$ cat src/rtl/mul_div_unit.sv
// Iterative 32x32 multiply / divide unit with HI/LO result registers.
// Shift-add multiply and restoring divide run on |operands|; sign is fixed up in a final cycle.
module mul_div_unit (
    input  logic        clk,
    input  logic        reset,
    input  logic        start,
    input  logic [1:0]  op,
    input  logic [31:0] operand_a,
    input  logic [31:0] operand_b,
    input  logic        hilo_we,
    input  logic        hilo_sel,
    input  logic [31:0] hilo_wdata,
    output logic [31:0] hi,
    output logic [31:0] lo,
    output logic        busy,
    output logic        done
);

    typedef enum logic [1:0] {StIdle, StCalc, StFix} state_e;

    state_e      state_q, state_d;
    logic [5:0]  cnt_q, cnt_d;
    logic        is_div_q, is_div_d;
    logic        div0_q, div0_d;
    logic        neg_res_q, neg_res_d;
    logic        neg_rem_q, neg_rem_d;
    logic [31:0] opb_q, opb_d;
    logic [31:0] acc_hi_q, acc_hi_d;
    logic [31:0] acc_lo_q, acc_lo_d;
    logic [31:0] hi_q, hi_d;
    logic [31:0] lo_q, lo_d;
    logic        done_q, done_d;

    logic        signed_op;
    logic [31:0] a_abs, b_abs;
    logic [32:0] mul_sum;
    logic [32:0] div_shift;
    logic [33:0] div_diff;
    logic        div_ge;
    logic [63:0] mul_res;

    always_comb begin
        signed_op = ~op[0];
        a_abs     = (signed_op && operand_a[31]) ? -operand_a : operand_a;
        b_abs     = (signed_op && operand_b[31]) ? -operand_b : operand_b;

        // Multiply: lo holds the remaining multiplier bits, product shifts in from the top.
        mul_sum   = {1'b0, acc_hi_q} + (acc_lo_q[0] ? {1'b0, opb_q} : 33'd0);
        // Divide: hi is the partial remainder, lo shifts dividend out and quotient in.
        div_shift = {acc_hi_q, acc_lo_q[31]};
        div_diff  = {1'b0, div_shift} - {2'b00, opb_q};
        div_ge    = (div_diff[33:32] == 2'b00);

        mul_res   = neg_res_q ? -{acc_hi_q, acc_lo_q} : {acc_hi_q, acc_lo_q};

        state_d   = state_q;
        cnt_d     = cnt_q;
        is_div_d  = is_div_q;
        div0_d    = div0_q;
        neg_res_d = neg_res_q;
        neg_rem_d = neg_rem_q;
        opb_d     = opb_q;
        acc_hi_d  = acc_hi_q;
        acc_lo_d  = acc_lo_q;
        hi_d      = hi_q;
        lo_d      = lo_q;
        done_d    = 1'b0;

        unique case (state_q)
            StIdle: begin
                if (hilo_we) begin
                    if (hilo_sel) hi_d = hilo_wdata;
                    else          lo_d = hilo_wdata;
                end
                if (start) begin
                    is_div_d  = op[1];
                    div0_d    = (operand_b == 32'd0);
                    neg_res_d = signed_op & (operand_a[31] ^ operand_b[31]);
                    neg_rem_d = signed_op & operand_a[31];
                    opb_d     = op[1] ? b_abs : a_abs;
                    acc_lo_d  = op[1] ? a_abs : b_abs;
                    acc_hi_d  = 32'd0;
                    cnt_d     = 6'd0;
                    state_d   = StCalc;
                end
            end
            StCalc: begin
                if (is_div_q) begin
                    acc_hi_d = div_ge ? div_diff[31:0] : div_shift[31:0];
                    acc_lo_d = {acc_lo_q[30:0], div_ge};
                end else begin
                    acc_hi_d = mul_sum[32:1];
                    acc_lo_d = {mul_sum[0], acc_lo_q[31:1]};
                end
                cnt_d = cnt_q + 6'd1;
                if (cnt_q == 6'd31) state_d = StFix;
            end
            StFix: begin
                if (!is_div_q) begin
                    hi_d = mul_res[63:32];
                    lo_d = mul_res[31:0];
                end else if (!div0_q) begin
                    hi_d = neg_rem_q ? -acc_hi_q : acc_hi_q;
                    lo_d = neg_res_q ? -acc_lo_q : acc_lo_q;
                end
                done_d  = 1'b1;
                state_d = StIdle;
            end
            default: state_d = StIdle;
        endcase
    end

    always_ff @(posedge clk) begin
        if (!reset) begin
            state_q   <= StIdle;
            cnt_q     <= 6'd0;
            is_div_q  <= 1'b0;
            div0_q    <= 1'b0;
            neg_res_q <= 1'b0;
            neg_rem_q <= 1'b0;
            opb_q     <= 32'd0;
            acc_hi_q  <= 32'd0;
            acc_lo_q  <= 32'd0;
            hi_q      <= 32'd0;
            lo_q      <= 32'd0;
            done_q    <= 1'b0;
        end else begin
            state_q   <= state_d;
            cnt_q     <= cnt_d;
            is_div_q  <= is_div_d;
            div0_q    <= div0_d;
            neg_res_q <= neg_res_d;
            neg_rem_q <= neg_rem_d;
            opb_q     <= opb_d;
            acc_hi_q  <= acc_hi_d;
            acc_lo_q  <= acc_lo_d;
            hi_q      <= hi_d;
            lo_q      <= lo_d;
            done_q    <= done_d;
        end
    end

    assign hi   = hi_q;
    assign lo   = lo_q;
    assign busy = (state_q != StIdle);
    assign done = done_q;

endmodule
$ cat config.mk
export PLATFORM = sky130hd
export DESIGN_NAME = mul_div_unit
export DESIGN_NICKNAME = d
export VERILOG_FILES = /design/src/rtl/mul_div_unit.sv
export SDC_FILE = /design/constraint.sdc
export NUM_CORES = 1
export LEC_CHECK = 0
export ABC_AREA = 1
export CAP_MARGIN = 20
export CORE_AREA = 2 2 248 177
export DETAILED_ROUTE_END_ITERATION = 8
export DIE_AREA = 0 0 250 179
export DONT_BUFFER_PORTS = 1
export PLACE_DENSITY = 0.57
export SETUP_SLACK_MARGIN = 0.5
export SYNTH_ARGS = -nofsm -noshare
export SYNTH_HDL_FRONTEND = slang
export SYNTH_SLANG_ARGS = --single-unit
export TNS_END_PERCENT = 5
$ cat constraint.sdc
create_clock -name clk -period 2.4 [get_ports clk]
set_input_delay 0.48 -clock clk [delete_from_list [all_inputs] [get_ports clk]]
set_output_delay 0.48 -clock clk [all_outputs]
set_load 0.01 [all_outputs]
Yosys cells after proc, flatten, opt, wreduce, memory -nomap -nowiden
Cells that the tools add are included.

Logic and storage cells: 77. Input bits: 103. Register bits after elaboration: 173.

Eq/ne operators: 9. Mux-type cells: 31. Reduce and logical (&&, ||, !) cells: 13. Bitwise gates (word level): 4. Add/sub/neg operators: 8.

Operator list (count): $mux W32 (20); $pmux W32 S2 (4); $neg A32 Y32 (4); $mux W64 (1); $neg A64 Y64 (1); $sub A33 B32 Y34 (1); $add A32 B32 Y33 (1); $logic_not A32 Y1 (1); $pmux W6 S2 (1); $ne A2 B2 Y1 const B (5); $reduce_and A4 Y1 (2); $add A6 B1 Y6 const B (1); $eq A6 B5 Y1 const B (1); $mux W6 (1); $reduce_and A2 Y1 (3); $reduce_bool A2 Y1 (3); $logic_not A2 Y1 (2); $mux W2 (2); $pmux W2 S2 (1); $ne A3 B3 Y1 const B (1); $and A1 B1 Y1 (2); $eq A2 B1 Y1 const B (1); $eq A2 B2 Y1 const B (1); $logic_and A1 B1 Y1 (2); 3 further kinds (3).

Logic depth before layout (Yosys ltp)
Gate-level depths: netlist of the first run.

Depth in word-level cells: 6. Mapped depth: 21. Mapped depth without buffers: 21.

Worst setup path before layout of the first run
Ideal clock, no wire load.

Path type: reg-to-reg. Start point: register acc_lo_q[0]. End point: register acc_hi_q[29]. Required time: 2.268 ns. Arrival time: 2.362 ns. Setup time: 0.132 ns. Slack: -0.094 ns. Clock period less this slack: 2.494 ns. Cell stages (with the launch flop): 20. Cell sequence: dfxtp_1 -> buf_6 -> clkbuf_1 -> nand2_1 -> inv_1 -> ha_1 -> inv_1 -> fa_1 -> o21ai_1 -> nand2_1 -> nand2_1 -> nand3_1 -> nand2_1 -> nand2_1 -> nand3_1 -> nand2_1 -> o21ai_0 -> inv_1 -> nand2_1 -> a21oi_1.

Word-level cells in the longest chain between the ends: 4.

RTL lines: start, declared (line 29) `logic [31:0] acc_lo_q, acc_lo_d;`; start signal, assigned (line 136) `acc_lo_q <= acc_lo_d;`; $mux W32 (line 48) `mul_sum = {1'b0, acc_hi_q} + (acc_lo_q[0] ? {1'b0, opb_q} : 33'd0);`; $add A32 B32 Y33 (line 48); $mux W32 (line 88) `if (is_div_q) begin`; $pmux W32 S2 (line 69) `unique case (state_q)`; end signal, assigned (line 135) `acc_hi_q <= acc_hi_d;`; end, declared (line 28) `logic [31:0] acc_hi_q, acc_hi_d;`.

No other way between the ends. A chain may end at the register's enable or synchronous reset.

Final worst setup path of the first run
Start point: register opb_q[28]. End point: register acc_hi_q[0].

Word-level cells in the longest chain between the ends: 5.

RTL lines: start, declared (line 27) `logic [31:0] opb_q, opb_d;`; start signal, assigned (line 134) `opb_q <= opb_d;`; $sub A33 B32 Y34 (line 51) `div_diff = {1'b0, div_shift} - {2'b00, opb_q};`; $logic_not A2 Y1 (line 52) `div_ge = (div_diff[33:32] == 2'b00);`; $mux W32 (line 89) `acc_hi_d = div_ge ? div_diff[31:0] : div_shift[31:0];`; $mux W32 (line 88); $pmux W32 S2 (line 69).

No other way between the ends.

==> out/summary.txt, run 1 <==
Seq/Total Area, Yosys - 0.196
Outcome - finished, violations left
Synth Register Bits - 173
Final Cycle Share - 1.04
Setup tns final - -1.39 ns
Gr usage total - 0.382
Area share of the largest cell type after synthesis - 0.196
Hold WC Path Type - in -> reg
Placed cell areas - 0.0215 mm²
WHS - 0.155 ns
Syn Inst Count - 3,091
Flop-to-flop setup slack - -0.10 ns
First-pass GRT wire length - 129,000 µm
Crit path kind - reg -> reg
PwrDens - 538 mW/mm²
Hold Vio Cnt, Final - 0
Row count - 64
Failing checks - negative setup slack
Most frequent cells in the layout - 711 x nand2_1, 473 x buf_4, 366 x inv_1
Post-DP HPWL - 71,000 µm
Clock skew - 0.0193 ns
Final WS setup - -0.104 ns
Storage element area - 0.00348 mm²
Area of the multi-input gates - 0.0139 mm²
Hold Crit Depth - 2
Fmax - 399 MHz
Largest net degree at the start of global routing - 127
WHS Endpoint - opb_q[0]
Clk sinks - 173
Initial antenna violation count - 2
CP startpoint kind - register
Post-Layout Cell Count - 4,067
Max Slew Vio Count - 0
Die ar. - 0.0448 mm²
CTS tree - built
Clock Tree Buf Depth - 2
Area delta synth->final - 39.0%
Syn Area/Cell - 5.70 µm²
Ports - 169
DR pass1 iterations - 6
RePlAce Congestion - 1.04
Top cells by area in the synthesized netlist - dfxtp_1 20%, nand2_1 17%, nand3_1 8.8%, inv_1 8.7%, a21oi_1 8.2%
Worst-skew pair later-pin latency - 0.48 ns
RR Endpoint - acc_hi_q[0]
# DRC - 0
Max-Cap Viols - 0
Req. time, crit path - 2.73 ns
Pleak - 11.4 nW
Cells on worst reg2reg path - 15
Max-slew headroom - 0.405
Yosys warnings - 0
Synth Net Count - 3,265
DR vias - 23,230
Fillcell total - 4,261
Detailed Route Iter0 Violations - 2,742
Total Nets Final - 3,666
Finished layout cell area - 0.0245 mm²
Global route overflow - 0
Clock Pin Slew Worst Setup and Hold Paths - 0.08 ns
Synth area leader - dfxtp_1
Worst flop-to-flop path startpoint - opb_q[28]
Worst VDD drop - 0.571 mV
Commonest non-fill, non-tap cell in the layout - nand2_1
Starting Density - 0.412
Vias in the first global route - 20,901
Clock Root Buffer - clkbuf_16
Least-Margin Pin Slew - 0.890 ns
H-tree levels - 4
RSZ-0062 raised after global routing - true
Core area - 0.0428 mm²
Netlist cell types - 58
Critical path arrival - 2.83 ns
I/O Buffers - 0
Die X-Extent - 250 µm
CP Capture Type - register
Routed WL - 88,700 µm
Layout cells sized above 1 - 0.294
Placed cells - 4,014
Synthesized area - 0.0176 mm²
Hold Startpoint - operand_a[0]
Vias/cell - 5.71
Crit path max fanout - 6
Clock period minus worst slack - 2.50 ns
Die height - 179 µm
Overall Power - 13.2 mW
Clock buffers created by TritonCTS - 17
Routed Antenna Nets - 0
Final setup viols - 40
Drt wl/cell - 21.8 µm
==> cell usage after synthesis (all sizes together) <==
cell type / n
dfxtp: 173
clkbuf: 100
fa: 2
a31oi: 33
a22oi: 4
o211ai: 30
o221ai: 10
nand3b: 13
a21boi: 4
o21a: 7
nor4: 12
nand2: 822
o21ai: 285
xnor2: 12
a21o: 12
inv: 418
o31ai: 1
dlygate4sd1: 1
o311ai: 1
a221oi: 3
or2: 14
clkinv: 4
o22ai: 3
xor2: 42
ha: 69
nand3: 314
a21oi: 294
nor3b: 1
buf: 26
nor3: 44
dlygate4sd3: 2
nor2: 275
o21bai: 14
a211oi: 2
and2: 7
o32ai: 1
nand4: 36
==> routing by layer <==
layer | wire, µm | vias to the layer above | share of wire | track usage
li1 | - | 11003 | - | -
met1 | 40600 | 10871 | 0.46 | 0.556
met2 | 35000 | 1200 | 0.39 | 0.537
met3 | 10100 | 152 | 0.11 | 0.106
met4 | 2920 | 4 | 0.033 | 0.124
met5 | 27 | - | 0.00030 | 0
==> area by class of cell <==
cell class              instances  share of cell area
multi-input cells            2367               0.569
clock inverters                15             0.00776
well taps                     561              0.0286
repair buffers                510               0.169
flip-flops and latches        173               0.142
inverters                     422              0.0664
clock buffers                  17              0.0174
diodes                          1            0.000102
repair inverters                1            0.000306
==> power breakdown <==
group / internal [mW] / switching [mW]
sequential: 3.13 / 0.306
clock: 1.50 / 1.52
combinational: 2.67 / 4.05
==> flip-flops by register name, indices dropped and copies added, names as in the netlist <==
| name | flops |
|---|---|
| acc_hi_q | 32 |
| acc_lo_q | 32 |
| hi | 32 |
| lo | 32 |
| opb_q | 32 |
| cnt_q | 6 |
| state_q | 2 |
| div0_q | 1 |
| done | 1 |
| is_div_q | 1 |
| neg_rem_q | 1 |
| neg_res_q | 1 |
==> critical path, cell delays in order (launching register included) <==
cell	delay (ns)
dfxtp_1	0.33
inv_1	0.17
ha_4	0.34
buf_4	0.13
nand2_1	0.09
nor2_2	0.15
nand2_1	0.16
nor2_2	0.16
nor2_2	0.07
nand2_4	0.15
nand2_8	0.11
clkbuf_16	0.19
nand2_1	0.06
nand2_1	0.06
o21ai_2	0.12
a21oi_1	0.08
==> through the flow <==
step / util / worst slack [ns]
finish: 0.573 / -0.104
global placement: 0.504 / -0.735
floorplan: - / 0.165
CTS: 0.531 / -0.115
global route: 0.573 / -0.176
detailed placement: 0.504 / -0.626
==> what timing repair did <==
action                     in CTS  in global routing
gates cloned                    1                  3
buffers inserted                3                 13
pin swaps                      40                104
setup endpoints to repair     103                142
gates resized for setup       136                405
hold buffers                    0                  0
==> how the worst max path moves through the flow <==
stage	from	to	slack (ns)	cells after the start
after floorplan	acc_lo_q[0]	acc_hi_q[29]	0.16	19
after global placement	acc_lo_q[0]	acc_hi_q[18]	-0.74	16
after detailed placement	acc_lo_q[0]	acc_hi_q[18]	-0.63	16
after CTS	acc_lo_q[0]	acc_hi_q[18]	-0.12	17
after global routing	acc_lo_q[31]	acc_hi_q[0]	-0.18	19
final	opb_q[28]	acc_hi_q[0]	-0.10	15
==> cells by family after synthesis <==
kind of cell | after synthesis | synth area share
adders and majority gates | 71 | 0.0512
AOI/OAI and AO/OA | 704 | 0.217
DFF | 173 | 0.196
and+or+nand+nor | 1538 | 0.380
buffers and inverters | 551 | 0.129
xor gates and xnor gates | 54 | 0.0268
No activity file was read; power rests on OpenSTA's default activity.
==> run 2, diff against run 1 <==
--- a/config.mk
+++ b/config.mk
@@ -11,8 +11,9 @@
 export DETAILED_ROUTE_END_ITERATION = 8
 export DIE_AREA = 0 0 250 179
 export DONT_BUFFER_PORTS = 1
-export PLACE_DENSITY = 0.57
+export PLACE_DENSITY_LB_ADDON = 0.3
 export SETUP_SLACK_MARGIN = 0.5
+export SKIP_CTS_REPAIR_TIMING = 1
 export SYNTH_ARGS = -nofsm -noshare
 export SYNTH_HDL_FRONTEND = slang
 export SYNTH_SLANG_ARGS = --single-unit
==> out/summary.txt, run 2 (synthesized netlist as in run 1, its figures left out) <==
Outcome - finished, violations left (unchanged)
Failing checks - negative setup slack (unchanged)
First-pass GRT wire length - 115,000 µm (was 129,000 µm)
Initial antenna violation count - 2 (unchanged)
Clock Tree Buf Depth - 2 (unchanged)
Slowest-stage cell, CP - dfxtp_1 (was ha_4)
Most frequent cells in the layout - 743 x nand2_1, 414 x buf_4, 381 x inv_1 (was 711 x nand2_1, 473 x buf_4, 366 x inv_1)
Clk sinks - 173 (unchanged)
Global route overflow - 0 (unchanged)
Commonest non-fill, non-tap cell in the layout - nand2_1 (unchanged)
Core area - 0.0428 mm² (unchanged)
Worst Path Buf+Inv - 3 (unchanged)
CP Capture Type - register (unchanged)
Slowest Stage Delay on Critical Path - 0.53 ns (was 0.34 ns)
Worst VDD drop - 0.550 mV (was 0.571 mV)
Finished layout cell area - 0.0235 mm² (was 0.0245 mm²)
Crit path kind - reg -> reg (unchanged)
Least-Margin Pin Slew - 0.696 ns (was 0.890 ns)
Clock period minus worst slack - 2.54 ns (was 2.50 ns)
Gr usage total - 0.338 (was 0.382)
Pleak - 11.0 nW (was 11.4 nW)
Die ar. - 0.0448 mm² (unchanged)
Fillcell total - 4,343 (was 4,261)
Detailed Route Iter0 Violations - 3,267 (was 2,742)
Clock skew - 0.0161 ns (was 0.0193 ns)
Placed cells - 3,937 (was 4,014)
Hold Vio Cnt, Final - 0 (unchanged)
WHS - 0.166 ns (was 0.155 ns)
Crit-path leading delay family - simple AND/OR/NAND/NOR gates (unchanged)
Routed WL - 80,200 µm (was 88,700 µm)
Vias in the first global route - 19,126 (was 20,901)
Vias/cell - 5.64 (was 5.71)
Total Nets Final - 3,590 (was 3,666)
Die height - 179 µm (unchanged)
Overall Power - 12.4 mW (was 13.2 mW)
CP Cell Sequence - ha_4 -> nand2_2 -> inv_1 -> nand2_1 -> nand2_1 -> a21oi_2 -> nand2_4 -> nand2_4 -> nand2_2 -> nand2_2 -> nand2_4 -> nand2_8 -> inv_6 -> buf_4 -> nand2_4 -> nand3_2 -> nand2_1 -> a21oi_1 (was inv_1 -> ha_4 -> buf_4 -> nand2_1 -> nor2_2 -> nand2_1 -> nor2_2 -> nor2_2 -> nand2_4 -> nand2_8 -> clkbuf_16 -> nand2_1 -> nand2_1 -> o21ai_2 -> a21oi_1)
Final WS setup - -0.141 ns (was -0.104 ns)
Final setup viols - 33 (was 40)
RSZ-0062 raised after global routing - true (unchanged)
Layout cells sized above 1 - 0.256 (was 0.294)
Post-Layout Cell Count - 3,992 (was 4,067)
Hold WC Path Type - in -> reg (unchanged)
CTS tree - built (unchanged)
# DRC - 0 (unchanged)
DR vias - 22,497 (was 23,230)
Clock Pin Slew Worst Setup and Hold Paths - 0.08 ns (about the same)
Final Cycle Share - 1.06 (was 1.04)
Largest net degree at the start of global routing - 127 (unchanged)
Row count - 64 (unchanged)
Post-DP HPWL - 62,600 µm (was 71,000 µm)
Die X-Extent - 250 µm (unchanged)
Worst-skew pair later-pin latency - 0.47 ns (was 0.48 ns)
Req. time, crit path - 2.72 ns (was 2.73 ns)
DR pass1 iterations - 8 (was 6)
Crit path max fanout - 5 (was 6)
Most frequent CP cell - nand2_4 (was nand2_1)
I/O Buffers - 0 (unchanged)
Starting Density - 0.412 (unchanged)
Placed cell areas - 0.0209 mm² (was 0.0215 mm²)
PwrDens - 529 mW/mm² (was 538 mW/mm²)
Max-Cap Viols - 0 (unchanged)
Area delta synth->final - 33.3% (was 39.0%)
RePlAce Congestion - 1.05 (was 1.04)
Drt wl/cell - 20.1 µm (was 21.8 µm)
H-tree levels - 4 (unchanged)
Clock buffers created by TritonCTS - 17 (unchanged)
Ports - 169 (unchanged)
Routed Antenna Nets - 0 (unchanged)
Clock Root Buffer - clkbuf_16 (unchanged)
Fmax - 394 MHz (was 399 MHz)
Critical path arrival - 2.86 ns (was 2.83 ns)
Max Slew Vio Count - 0 (unchanged)
Max-slew headroom - 0.536 (was 0.405)
CP startpoint kind - register (unchanged)
[run 2: cell count changes in the layout (fill, tap and decap cells not counted), sizes merged]
cell / before / now
buf: 508 / 432
bufinv: 1 / 0
clkbuf: 19 / 21
clkinv: 10 / 6
clkinvlp: 6 / 5
diode: 1 / 2
inv: 421 / 425
[run 2: worst reg2reg max path, cell delays in order (launching register included)]
cell and delay [ns]:
dfxtp_1 0.53, ha_4 0.28, nand2_2 0.10, inv_1 0.07, nand2_1 0.06, nand2_1 0.08, a21oi_2 0.22, nand2_4 0.08
nand2_4 0.09, nand2_2 0.06, nand2_2 0.09, nand2_4 0.08, nand2_8 0.13, inv_6 0.06, buf_4 0.15, nand2_4 0.06
nand3_2 0.08, nand2_1 0.11, a21oi_1 0.06
[run 2: final cells by class]
cell class	instances	area [µm²]	share of cell area
well taps	561	702	0.0299
inverters	422	1600	0.0681
clock buffers	18	439	0.0187
multi-input cells	2367	13600	0.579
diodes	2	5.00	0.000213
flip-flops and latches	173	3520	0.150
clock inverters	14	145	0.00618
repair buffers	435	3480	0.148
[run 2: metal layers]
metal | routed length (µm) | global-route usage
met5 | 11 | 0
met1 | 35400 | 0.508
met3 | 12000 | 0.120
met2 | 30800 | 0.442
met4 | 2020 | 0.0881
[run 2: path summary, 6_finish.rpt]
check	from	end	slack (ns)	depth (start not counted)
max	acc_hi_q[13]	acc_hi_q[26]	-0.14	18
min	operand_a[0]	opb_q[0]	0.17	2
max reg2reg	acc_hi_q[13]	acc_hi_q[26]	-0.14	18
min reg2reg	cnt_q[5]	cnt_q[5]	0.48	1
[run 2: power breakdown]
part           switching, mW  internal (mW)  total (mW)
Combinational           3.68           2.43        6.11
Clock                   1.45           1.42        2.87
Sequential             0.330           3.13        3.46
Total                   5.46           6.98        12.4
[run 2: stage by stage]
step           setup TNS, ns  utilization  worst slack [ns]
2_1_floorplan              0            -             0.165
3_3_place_gp           -6.70        0.490            -0.344
3_5_place_dp           -7.78        0.490            -0.343
4_1_cts                -8.80        0.503            -0.369
5_1_grt                -5.79        0.550            -0.200
6_report               -2.45        0.550            -0.141
